`src/rtl/fp32_addtree8to1_sequencer_pkg.sv`:
```
// Shared constants and FSM state type for the FP32 8:1 adder-tree sequencer.
package fp32_addtree8to1_sequencer_pkg;

    localparam int unsigned FP32_WIDTH = 32;
    localparam int unsigned NUM_INPUTS = 8;
    localparam int unsigned NUM_LANES  = 4;
    localparam int unsigned SLOT_W     = 16;

    // -0 is the additive identity, so padded slots keep an all -0 sum at -0.
    localparam logic [FP32_WIDTH-1:0] PAD_WORD = 32'h8000_0000;

    typedef enum logic [1:0] {
        ST_FILL  = 2'd0,
        ST_ISSUE = 2'd1,
        ST_DRAIN = 2'd2
    } state_t;

endpackage

```
`src/rtl/fp32_addtree8to1_sequencer.sv`:
```
// Groups an FP32 operand stream eight at a time onto the adder-tree S0/S1 buses,
// issues the CRU command, and packs four lane results into one 128-bit packet.
module fp32_addtree8to1_sequencer
    import fp32_addtree8to1_sequencer_pkg::*;
(
    input  logic         clk,
    input  logic         rst_n,
    input  logic         in_valid,
    output logic         in_ready,
    input  logic [31:0]  in_data,
    input  logic         in_last,
    output logic [127:0] dvr_fp32addtree8to1_s0,
    output logic [127:0] dvr_fp32addtree8to1_s1,
    output logic [2:0]   cru_fp32addtree8to1,
    input  logic [127:0] dr_fp32addtree8to1_d,
    output logic         out_valid,
    input  logic         out_ready,
    output logic [127:0] out_data,
    output logic [3:0]   out_lane_mask
);

    state_t         r_state;
    logic [2:0]     r_slot_cnt;
    logic [1:0]     r_lane_cnt;
    logic           r_last_seen;
    logic [127:0]   r_s0;
    logic [127:0]   r_s1;
    logic [127:0]   r_out_data;
    logic [3:0]     r_lane_mask;
    logic           r_out_valid;

    logic           w_accept;
    logic           w_group_done;
    logic [31:0]    w_lane_result;

    assign in_ready      = (r_state == ST_FILL);
    assign w_accept      = in_valid && in_ready;
    assign w_group_done  = w_accept && ((r_slot_cnt == 3'd7) || in_last);
    assign w_lane_result = dr_fp32addtree8to1_d[32*r_lane_cnt +: 32];

    assign cru_fp32addtree8to1    = (r_state == ST_ISSUE) ? {1'b1, r_lane_cnt} : 3'b000;
    assign dvr_fp32addtree8to1_s0 = r_s0;
    assign dvr_fp32addtree8to1_s1 = r_s1;
    assign out_valid              = r_out_valid;
    assign out_data               = r_out_data;
    assign out_lane_mask          = r_lane_mask;

    always_ff @(posedge clk or negedge rst_n) begin
        if (!rst_n) begin
            r_state     <= ST_FILL;
            r_slot_cnt  <= '0;
            r_lane_cnt  <= '0;
            r_last_seen <= 1'b0;
            r_s0        <= '0;
            r_s1        <= '0;
            r_out_data  <= '0;
            r_lane_mask <= '0;
            r_out_valid <= 1'b0;
        end else begin
            case (r_state)
                ST_FILL: begin
                    if (w_accept) begin
                        // Current slot takes the operand; on an early in_last the slots above it are padded in the same edge.
                        for (int unsigned k = 0; k < NUM_INPUTS; k++) begin
                            if (k == 32'(r_slot_cnt)) begin
                                r_s0[SLOT_W*k +: SLOT_W] <= in_data[15:0];
                                r_s1[SLOT_W*k +: SLOT_W] <= in_data[31:16];
                            end else if (in_last && (k > 32'(r_slot_cnt))) begin
                                r_s0[SLOT_W*k +: SLOT_W] <= PAD_WORD[15:0];
                                r_s1[SLOT_W*k +: SLOT_W] <= PAD_WORD[31:16];
                            end
                        end
                        if (w_group_done) begin
                            r_slot_cnt  <= '0;
                            r_last_seen <= in_last;
                            r_state     <= ST_ISSUE;
                        end else begin
                            r_slot_cnt <= r_slot_cnt + 3'd1;
                        end
                    end
                end

                ST_ISSUE: begin
                    r_out_data[32*r_lane_cnt +: 32] <= w_lane_result;
                    r_lane_mask[r_lane_cnt]         <= 1'b1;
                    if ((r_lane_cnt == 2'd3) || r_last_seen) begin
                        r_out_valid <= 1'b1;
                        r_state     <= ST_DRAIN;
                    end else begin
                        r_lane_cnt <= r_lane_cnt + 2'd1;
                        r_state    <= ST_FILL;
                    end
                end

                ST_DRAIN: begin
                    if (out_ready) begin
                        r_out_valid <= 1'b0;
                        r_out_data  <= '0;
                        r_lane_mask <= '0;
                        r_lane_cnt  <= '0;
                        r_last_seen <= 1'b0;
                        r_state     <= ST_FILL;
                    end
                end

                default: r_state <= ST_FILL;
            endcase
        end
    end

endmodule

```
`config.mk`:
```
export PLATFORM = sky130hd
export DESIGN_NAME = fp32_addtree8to1_sequencer
export DESIGN_NICKNAME = d
export VERILOG_FILES = /design/src/rtl/fp32_addtree8to1_sequencer_pkg.sv /design/src/rtl/fp32_addtree8to1_sequencer.sv
export SDC_FILE = /design/constraint.sdc
export NUM_CORES = 1
export LEC_CHECK = 0
export ABC_AREA = 1
export CORE_AREA = 2 2 216 218
export CTS_CLUSTER_SIZE = 12
export DETAILED_ROUTE_END_ITERATION = 10
export DIE_AREA = 0 0 218 220
export PLACE_DENSITY_LB_ADDON = 0.08
export SYNTH_ARGS = -nofsm -noshare
export SYNTH_HDL_FRONTEND = slang
export SYNTH_SLANG_ARGS = --single-unit
```
`constraint.sdc`:
```
create_clock -name clk -period 4.5 [get_ports clk]
set_input_delay 1.125 -clock clk [delete_from_list [all_inputs] [get_ports clk]]
set_output_delay 1.125 -clock clk [all_outputs]
set_load 0.05 [all_outputs]
```
==> out/results.ini, run 1 <==
[placement]
gp_congestion = 0.855
port_buffers = 557
dp_hpwl_um = 45200
post-place-cells = 3012
placed_area_um2 = 22500

[drt]
ant_nets = 0
drt-total-wl_um = 64000
dr.pass1.iters = 7
vias = 15000
drtIter0Drc = 872
drcViolationCount = 0
wl_per_cell_um = 20.7
avgViaCountPerCell = 4.86

[global_routing]
grt_max_degree = 103
antenna_found_initial = 5
gr-usage-met1 = 0.313
grt_util_met2 = 0.432
grt_overflow_total = 0
grt_usage = 0.261
grt_most_used_layer = met2
grt_use_met3 = 0.0831
grt_pass1_vias = 14800
grt_first_pass_wirelength_um = 93900

[pwr]
p_sw_frac = 0.467
p_switching_mw = 7.59
cellPowerDensity_nw_per_um2 = 679
combPwrFrac = 0.479
p_leak_nw = 11.7
power_mw = 16.3
p_seq_frac = 0.303
p_clk_frac = 0.218
internal_power_mw = 8.67
peakVddDrop_mv = 0.455

[die]
die_x_um = 218
placementRows = 79
die-height_um = 220
fp.dieArea_um2 = 48000
start_util = 0.358
design.core.area_um2 = 45900
num_io_pins = 558

[timing]
rsz0062_at_grt = false
period_share = 0.840
maxSlewHeadroom = 0.121
tns_ns = 0
clock-skew-final_ns = 0.0149
worst_pin_slew_ns = 1.32
slew_viol_final = 0
fmax_mhz = 264
min_period_ns = 3.78
finalHoldViolCount = 0
setup_viol = 0

[critical_path]
rr_worst_depth = 5
r2r_slack_ns = 1.65
r2r-end = dvr_fp32addtree8to1_s1[92]$_DFFE_PN0P_
crit_path_end_kind = primary output
regToRegStartpoint = r_state[1]$_DFFE_PN0P_
worst_path_max_delay_cell = clkdlybuf4s50_1
start_kind = register
worstPathCellList = nor2_4 -> inv_2 -> nor2_1 -> clkdlybuf4s50_1
critPathLaunch = r_state[1]$_DFFE_PN0P_
cp_slowest_stage_delay_ns = 0.89
crit_type = register to primary output
worstPathArrival_ns = 2.66
cp.required_ns = 3.38
path_max_fanout = 7

[clock_network]
clock_sinks = 397
cts_inserted_buffers = 45
post_cts_resized = 0
cts_hold_buffers = 0
cts_tree = built
cts-htree-levels = 2
clockRootBuffer = clkbuf_16
clock_latency_ns = 0.57
cts_buffer_depth = 3
clk_pin_slew_ns = 0.06
cts_setup_buffers = 0

[synthesis]
synthDistinctLibCells = 24
synth_cells = 1929
synth-edff-count = 0
avgSynthCellArea_um2 = 8.51
syn_area_um2 = 16400
seq_area_frac_synth = 0.605
async_flop_share = 1.00
yosys_warnings = 0
synth-main-ff-cell = dfrtp_1
synth_nets = 2103
ys_ff_latch = 397

[min_path]
min_to = dvr_fp32addtree8to1_s0[74]$_DFFE_PN0P_
hold_class = register to register
hold_start = dvr_fp32addtree8to1_s0[74]$_DFFE_PN0P_
whs_path_depth = 2

[final_layout]
final_nets = 2626
final_cells = 3092
stdcell_area_um2 = 24000
syn_to_final_growth_pct = 46.0
num-fill-cells = 4337
drive_above_1_share = 0.0471
multi_input_area_um2 = 5590
register_area_um2 = 9940

[outcome]
outcome = completed

[flow_run]
cap_violations = 0

## layout by cell type, fill, tap and decap left out
| cell | count |
|---|---|
| buf_4 | 19 |
| ha_1 | 9 |
| clkinv_2 | 8 |
| clkinv_1 | 2 |
| a21oi_1 | 6 |
| nor2_4 | 4 |
| inv_2 | 4 |
| o21ai_1 | 14 |
| or2_1 | 1 |
| nand4_1 | 2 |
| o21ai_0 | 215 |
| dfrtp_1 | 396 |
| nand3_2 | 2 |
| nand2_2 | 5 |
| diode_2 | 1 |
| a21oi_4 | 3 |
| buf_8 | 1 |
| clkbuf_1 | 10 |
| inv_6 | 2 |
| clkdlybuf4s50_1 | 555 |
| inv_1 | 112 |
| nand3_1 | 141 |
| dfrtp_2 | 1 |
| buf_12 | 5 |
| nor2_1 | 57 |
| nor2_2 | 3 |
| clkbuf_8 | 12 |
| nand2_4 | 1 |
| clkbuf_16 | 45 |
| clkinv_8 | 2 |
| nand2_1 | 845 |
| o22a_1 | 2 |
## synthesized netlist by cell type, types with 2 or more instances
| cell | n | area [um^2] |
|---|---|---|
| a21oi_1 | 7 | 35.0 |
| clkbuf_1 | 57 | 214 |
| clkinv_1 | 2 | 7.51 |
| inv_1 | 113 | 424 |
| nand3_1 | 142 | 711 |
| nand2_2 | 4 | 25.0 |
| nor2_4 | 4 | 45.0 |
| o21ai_1 | 14 | 70.1 |
| nand2_1 | 846 | 3180 |
| buf_1 | 4 | 15.0 |
| nand4_1 | 2 | 12.5 |
| buf_2 | 37 | 185 |
| nor2_2 | 3 | 18.8 |
| buf_6 | 6 | 67.6 |
| o22a_1 | 2 | 17.5 |
| inv_2 | 3 | 11.3 |
| o21ai_0 | 215 | 1080 |
| dfrtp_1 | 397 | 9930 |
| a21oi_2 | 2 | 17.5 |
| ha_1 | 9 | 113 |
| nor2_1 | 57 | 214 |
## worst max path at each step
stage,to,slack [ns],cells after the start
after global routing,cru_fp32addtree8to1[0],0.59,4
after floorplan,cru_fp32addtree8to1[0],1.71,5
after detailed placement,dvr_fp32addtree8to1_s0[90]$_DFFE_PN0P_,0.76,5
after CTS,cru_fp32addtree8to1[0],0.68,4
after global placement,dvr_fp32addtree8to1_s1[87]$_DFFE_PN0P_,0.85,5
final,cru_fp32addtree8to1[0],0.72,4
## critical path: cells and delay by family, from the launching register on
kind / cells / cell delay (ns)
simple gates: 2 / 0.64
buf+inv: 2 / 1.00
flops: 1 / 0.44
## sequential cells by signal, indices dropped and copies added (netlist names)
register and flops:
out_data 128, r_lane_cnt 2, r_state 2, dvr_fp32addtree8to1_s1 128, out_valid 1, r_slot_cnt 3, out_lane_mask 4, dvr_fp32addtree8to1_s0 128
r_last_seen 1
## power groups by stage
stage | sequential [mW] | combinational, mW | clock [mW]
final | 4.94 | 7.78 | 3.54
after global placement | 4.96 | 7.78 | 0
after detailed placement | 4.98 | 7.81 | 0
after CTS | 4.94 | 7.84 | 3.63
after floorplan | 7.74 | 2.06 | 0
after global routing | 5.03 | 8.28 | 3.76
## cells by family after synthesis
group / count (synthesis) / synth area share
flops: 397 / 0.605
buf+inv: 222 / 0.0563
fa+ha+maj: 9 / 0.00686
simple gates: 1061 / 0.258
compound gates: 240 / 0.0741
## final cells by class
cell class | instances | share of cell area
Timing Repair Buffer | 580 | 0.243
Inverter | 118 | 0.0185
Clock buffer | 67 | 0.0554
Tap cell | 607 | 0.0317
Sequential cell | 397 | 0.415
Multi-Input combinational cell | 1310 | 0.233
Antenna cell | 1 | 0.000104
Clock inverter | 12 | 0.00376
## per-layer routing
metal | share of wire | routed length (um) | up-vias
met5 | 0.00084 | 54 | -
met4 | 0.041 | 2610 | 8
met3 | 0.091 | 5850 | 118
met2 | 0.48 | 30600 | 576
met1 | 0.39 | 25000 | 7248
li1 | - | - | 7084
## through the flow
step,setup slack [ns],util,hold slack [ns]
detailed placement,0.757,0.492,0.457
CTS,0.678,0.522,0.472
floorplan,1.71,-,0.495
global route,0.586,0.522,0.496
finish,0.718,0.523,0.471
global placement,0.850,0.492,0.457
Power figures use the tool's default switching activity.
==> inputs of run 2 (changes only) <==
==> constraint.sdc (replaced) <==
create_clock -name clk -period 3.9 [get_ports clk]
set_input_delay 0.975 -clock clk [delete_from_list [all_inputs] [get_ports clk]]
set_output_delay 0.975 -clock clk [all_outputs]
set_load 0.05 [all_outputs]
==> out/results.ini, run 2 (synthesis gave the netlist of run 1 again) <==
[global_routing]
grt_usage = 0.263  ; +0.00189
antenna_found_initial = 3  ; -2
grt_max_degree = 94  ; -8.7%
grt_overflow_total = 0  ; unchanged
grt_first_pass_wirelength_um = 94800  ; +0.98%
grt_pass1_vias = 15200  ; +2.8%

[drt]
avgViaCountPerCell = 4.88  ; +0.31%
drt-total-wl_um = 64200  ; +0.31%
dr.pass1.iters = 5  ; -2
ant_nets = 0  ; unchanged
drtIter0Drc = 981  ; +13%
vias = 15100  ; +0.61%
wl_per_cell_um = 20.7  ; about the same
drcViolationCount = 0  ; unchanged

[pwr]
p_leak_nw = 11.8  ; +0.59%
internal_power_mw = 10.2  ; +17%
p_switching_mw = 8.76  ; +15%
power_mw = 19.0  ; +17%
peakVddDrop_mv = 0.417  ; -8.4%
cellPowerDensity_nw_per_um2 = 787  ; +16%
p_seq_frac = 0.301  ; -0.002
p_sw_frac = 0.462  ; -0.00424
p_clk_frac = 0.224  ; +0.006
combPwrFrac = 0.474  ; -0.005

[min_path]
hold_class = input pin to asynchronous set/reset pin

[timing]
tns_ns = 0  ; unchanged
maxSlewHeadroom = 0.170  ; +0.0488
min_period_ns = 3.58
finalHoldViolCount = 0  ; unchanged
period_share = 0.919
whs_ns = 0.453  ; -0.0181 ns
clock-skew-final_ns = 0.0125  ; -0.00248 ns
worst_pin_slew_ns = 1.24  ; -0.0746 ns
slew_viol_final = 0  ; unchanged
setup_viol = 0  ; unchanged
rsz0062_at_grt = false
fmax_mhz = 279

[final_layout]
syn_to_final_growth_pct = 46.7
final_cells = 3101  ; +0.29%
utilization = 0.525  ; +0.00267
final_cell_mix = 845 x nand2_1, 555 x clkdlybuf4s50_1, 396 x dfrtp_1
final_common_cell = nand2_1
final_nets = 2635  ; +0.34%
drive_above_1_share = 0.0513  ; +0.00424

[critical_path]
r2r_slack_ns = 1.25  ; -0.40 ns
critPathLaunch = r_state[1]$_DFFE_PN0P_
cp_slowest_stage_delay_ns = 0.87  ; -0.02 ns
rr_worst_depth = 7  ; +2
cp.required_ns = 2.92  ; -0.46 ns
regToRegStartpoint = r_lane_cnt[0]$_DFFE_PN0P_
path_depth = 4  ; unchanged
worstPathArrival_ns = 2.61  ; -0.05 ns
crit_path_end_kind = primary output
critPathTopFamily = buffers and inverters
cp_num_buf_inv = 2  ; unchanged
worst_path_max_delay_cell = clkdlybuf4s50_1
crit_type = register to primary output
start_kind = register
r2r-end = out_data[112]$_DFFE_PN0P_
path_max_fanout = 7  ; unchanged
worstPathCellList = nor2_4 -> inv_2 -> nor2_1 -> clkdlybuf4s50_1
endpoint = cru_fp32addtree8to1[0]

[die]
start_util = 0.358  ; unchanged
placementRows = 79  ; unchanged
fp.dieArea_um2 = 48000  ; unchanged
design.core.area_um2 = 45900  ; unchanged
num_io_pins = 558  ; unchanged
die-height_um = 220  ; unchanged
die_x_um = 218  ; unchanged

[clock_network]
clk_pin_slew_ns = 0.06  ; about the same
clock_sinks = 397  ; unchanged
cts-htree-levels = 2  ; unchanged
cts_buffer_depth = 3  ; unchanged
clockRootBuffer = clkbuf_16
cts_tree = built
cts_hold_buffers = 0  ; unchanged
cts_inserted_buffers = 45  ; unchanged
post_cts_resized = 0  ; unchanged
cts_setup_buffers = 0  ; unchanged
clock_latency_ns = 0.58  ; about the same

[placement]
post-place-cells = 3021  ; +0.30%
port_buffers = 557  ; unchanged
dp_hpwl_um = 46000  ; +1.8%
gp_congestion = 0.860  ; +0.58%

[flow_run]
cap_violations = 0  ; unchanged

[outcome]
outcome = completed

-- run 2: routing by layer --
metal,track usage,wire (um),vias up
met5,0,29,-
met1,0.312,25400,7355
met2,0.441,30800,538
li1,-,-,7114
met3,0.0834,5460,114
met4,0.110,2510,4
-- run 2: final cells by class --
class	count	area, um^2
Antenna cell	1	2.50
Clock buffer	64	1310
Clock inverter	15	179
Fill cell	4355	21800
Inverter	118	443
Multi-Input combinational cell	1310	5590
Sequential cell	397	9940
Tap cell	607	759
Timing Repair Buffer	589	5870
-- run 2: stage by stage --
stage               setup WS, ns  instance area (um^2)
floorplan                   1.26                 16400
global placement           0.825                 22600
detailed placement         0.705                 22600
CTS                        0.262                 24100
global route               0.187                 24100
finish                     0.316                 24100
-- run 2: how the worst min path moves through the flow --
| stage | start | to | slack, ns |
|---|---|---|---|
| 6_report | rst_n | dvr_fp32addtree8to1_s1[96]$_DFFE_PN0P_ | 0.45 |
| 5_1_grt | dvr_fp32addtree8to1_s0[72]$_DFFE_PN0P_ | dvr_fp32addtree8to1_s0[72]$_DFFE_PN0P_ | 0.50 |
| 4_1_cts | rst_n | dvr_fp32addtree8to1_s1[96]$_DFFE_PN0P_ | 0.48 |
| 3_5_place_dp | dvr_fp32addtree8to1_s1[69]$_DFFE_PN0P_ | dvr_fp32addtree8to1_s1[69]$_DFFE_PN0P_ | 0.46 |
| 3_3_place_gp | dvr_fp32addtree8to1_s0[67]$_DFFE_PN0P_ | dvr_fp32addtree8to1_s0[67]$_DFFE_PN0P_ | 0.46 |
| 2_1_floorplan | r_last_seen$_DFFE_PN0P_ | r_last_seen$_DFFE_PN0P_ | 0.50 |
-- run 2: power groups by stage --
stage	clock, mW	combinational, mW	sequential (mW)
finish	4.25	8.99	5.71
global route	4.52	9.57	5.83
CTS	4.36	9.05	5.71
detailed placement	0	9.02	5.76
global placement	0	9.00	5.74
floorplan	0	2.38	8.93
-- run 2: worst register-to-register path, stage by stage (launching register included) --
cell,delay [ns]
dfrtp_2,0.41
buf_4,0.32
ha_1,0.43
a21oi_4,0.87
nor2_2,0.03
buf_4,0.29
nand2_1,0.14
nand2_1,0.06
==> inputs of run 3 (changes only) <==
--- a/config.mk
+++ b/config.mk
@@ -10,6 +10,7 @@
 export CTS_CLUSTER_SIZE = 12
 export DETAILED_ROUTE_END_ITERATION = 10
 export DIE_AREA = 0 0 218 220
+export GPL_TIMING_DRIVEN = 0
 export PLACE_DENSITY_LB_ADDON = 0.08
 export SYNTH_ARGS = -nofsm -noshare
 export SYNTH_HDL_FRONTEND = slang
==> out/results.ini, run 3 (synthesis gave the netlist of run 1 again) <==
[drt]
ant_nets = 0  ; unchanged
wl_per_cell_um = 20.2  ; -2.5%
vias = 15200  ; +0.72%
avgViaCountPerCell = 4.80  ; -1.7%
drt-total-wl_um = 64200  ; about the same
dr.pass1.iters = 5  ; unchanged
drtIter0Drc = 1096  ; +12%
drcViolationCount = 0  ; unchanged

[die]
fp.dieArea_um2 = 48000  ; unchanged
placementRows = 79  ; unchanged
num_io_pins = 558  ; unchanged
die_x_um = 218  ; unchanged
start_util = 0.358  ; unchanged
design.core.area_um2 = 45900  ; unchanged
die-height_um = 220  ; unchanged

[timing]
min_period_ns = 3.72  ; +0.139 ns
period_share = 0.955  ; +0.0355
finalHoldViolCount = 0  ; unchanged
whs_ns = 0.466  ; +0.0135 ns
fmax_mhz = 269  ; -3.7%
maxSlewHeadroom = 0.479  ; +0.310
worst_pin_slew_ns = 0.781  ; -0.463 ns
slew_viol_final = 0  ; unchanged
setup_viol = 0  ; unchanged
clock-skew-final_ns = 0.0177  ; +0.00519 ns
rsz0062_at_grt = false

[pwr]
p_sw_frac = 0.463  ; +0.000924
cellPowerDensity_nw_per_um2 = 782  ; -0.61%
peakVddDrop_mv = 0.591  ; +42%
p_seq_frac = 0.299  ; -0.002
power_mw = 19.0  ; +0.39%
internal_power_mw = 10.2  ; +0.22%
combPwrFrac = 0.479  ; +0.005
p_leak_nw = 11.9  ; +0.97%
p_switching_mw = 8.82  ; +0.59%
p_clk_frac = 0.222  ; -0.002

[critical_path]
r2r_slack_ns = 1.13  ; -0.12 ns
worstPathCellList = inv_1 -> buf_2 -> buf_2 -> nor2_1 -> clkdlybuf4s50_1
critPathTopFamily = buffers and inverters
cp_num_buf_inv = 4  ; +2
cp_slowest_stage_delay_ns = 0.74  ; -0.13 ns
crit_top_cell = buf_2
worstPathArrival_ns = 2.75  ; +0.14 ns
crit_type = register to primary output
regToRegStartpoint = r_lane_cnt[1]$_DFFE_PN0P_
rr_worst_depth = 10  ; +3
crit_path_end_kind = primary output
cp.required_ns = 2.92  ; about the same
r2r-end = out_data[117]$_DFFE_PN0P_
path_max_fanout = 21  ; +14
start_kind = register
worst_path_max_delay_cell = clkdlybuf4s50_1

[final_layout]
final_cell_mix = 846 x nand2_1, 556 x clkdlybuf4s50_1, 397 x dfrtp_1
multi_input_area_um2 = 5560  ; -0.60%
final_nets = 2710  ; +2.8%
drive_above_1_share = 0.0522  ; +0.000837
final_common_cell = nand2_1
num-fill-cells = 4348  ; -0.16%
register_area_um2 = 9930  ; about the same
syn_to_final_growth_pct = 48.2

[outcome]
outcome = completed

[clock_network]
clk_pin_slew_ns = 0.06  ; about the same
clock_latency_ns = 0.58  ; about the same
clock_sinks = 397  ; unchanged
cts-htree-levels = 2  ; unchanged
cts_setup_buffers = 0  ; unchanged
cts_hold_buffers = 0  ; unchanged
clockRootBuffer = clkbuf_16
cts_tree = built
cts_buffer_depth = 3  ; unchanged
post_cts_resized = 0  ; unchanged
cts_inserted_buffers = 45  ; unchanged

[placement]
gp_congestion = 0.881  ; +2.5%
dp_hpwl_um = 48800  ; +6.0%
port_buffers = 557  ; unchanged

[global_routing]
grt_first_pass_wirelength_um = 95400  ; +0.56%
grt_overflow_total = 0  ; unchanged
grt_max_degree = 120  ; +28%
grt_usage = 0.265  ; +0.00203
grt_pass1_vias = 15300  ; +0.43%
antenna_found_initial = 3  ; unchanged

[min_path]
hold_class = input pin to asynchronous set/reset pin

[flow_run]
cap_violations = 0  ; unchanged

[run 3: cell types whose count changed in the layout (fill, tap and decap cells not counted), moves of 2 or more]
cell,delta
buf_2,+37
buf_6,+6
a21oi_4,-3
buf_12,-4
buf_1,+3
clkbuf_1,+60
buf_16,+4
a21oi_2,+2
clkbuf_8,-2
buf_4,-29
[run 3: final cells by class]
type                       count  share of cell area
inverter                     118              0.0182
antenna                        2            0.000206
sequential                   397               0.408
buffer                       103              0.0196
timing repair buffer         561               0.234
multi-input combinational   1310               0.228
clock inverter                14             0.00705
clock buffer                  65              0.0531
tap                          607              0.0312
[run 3: how the worst max path moves through the flow]
| stage | from | endpoint | depth (start not counted) |
|---|---|---|---|
| floorplan | r_lane_cnt[0]$_DFFE_PN0P_ | cru_fp32addtree8to1[0] | 5 |
| global placement | rst_n | dvr_fp32addtree8to1_s1[73]$_DFFE_PN0P_ | 1 |
| detailed placement | r_lane_cnt[0]$_DFFE_PN0P_ | cru_fp32addtree8to1[0] | 6 |
| CTS | r_lane_cnt[0]$_DFFE_PN0P_ | cru_fp32addtree8to1[0] | 5 |
| global route | r_lane_cnt[0]$_DFFE_PN0P_ | cru_fp32addtree8to1[0] | 5 |
| finish | r_lane_cnt[0]$_DFFE_PN0P_ | cru_fp32addtree8to1[0] | 5 |
[run 3: power groups by stage]
| stage | logic, mW | clock network, mW | registers (mW) |
|---|---|---|---|
| 3_3_place_gp | 9.13 | 0 | 5.72 |
| 4_1_cts | 9.18 | 4.33 | 5.69 |
| 3_5_place_dp | 9.16 | 0 | 5.74 |
| 2_1_floorplan | 2.38 | 0 | 8.93 |
| 6_report | 9.11 | 4.23 | 5.69 |
| 5_1_grt | 9.72 | 4.51 | 5.80 |
[run 3: layer usage]
metal,global-route usage,vias up,share of wire
met3,0.0814,107,0.084
met4,0.107,2,0.038
met1,0.311,7345,0.39
li1,-,7273,-
met5,0,-,0.00020
met2,0.452,507,0.49
[run 3: per-stage QoR]
step                setup slack [ns]  instance area (um^2)  std cells  utilization  setup TNS (ns)
global route                  0.0699                 24300       3177        0.531               0
global placement              -16.06                 22800       3093        0.496        -6348.96
finish                         0.177                 24300       3177        0.531               0
floorplan                       1.26                 16400       1929            -               0
detailed placement             0.332                 22900       3097        0.499               0
CTS                            0.131                 24300       3175        0.530               0
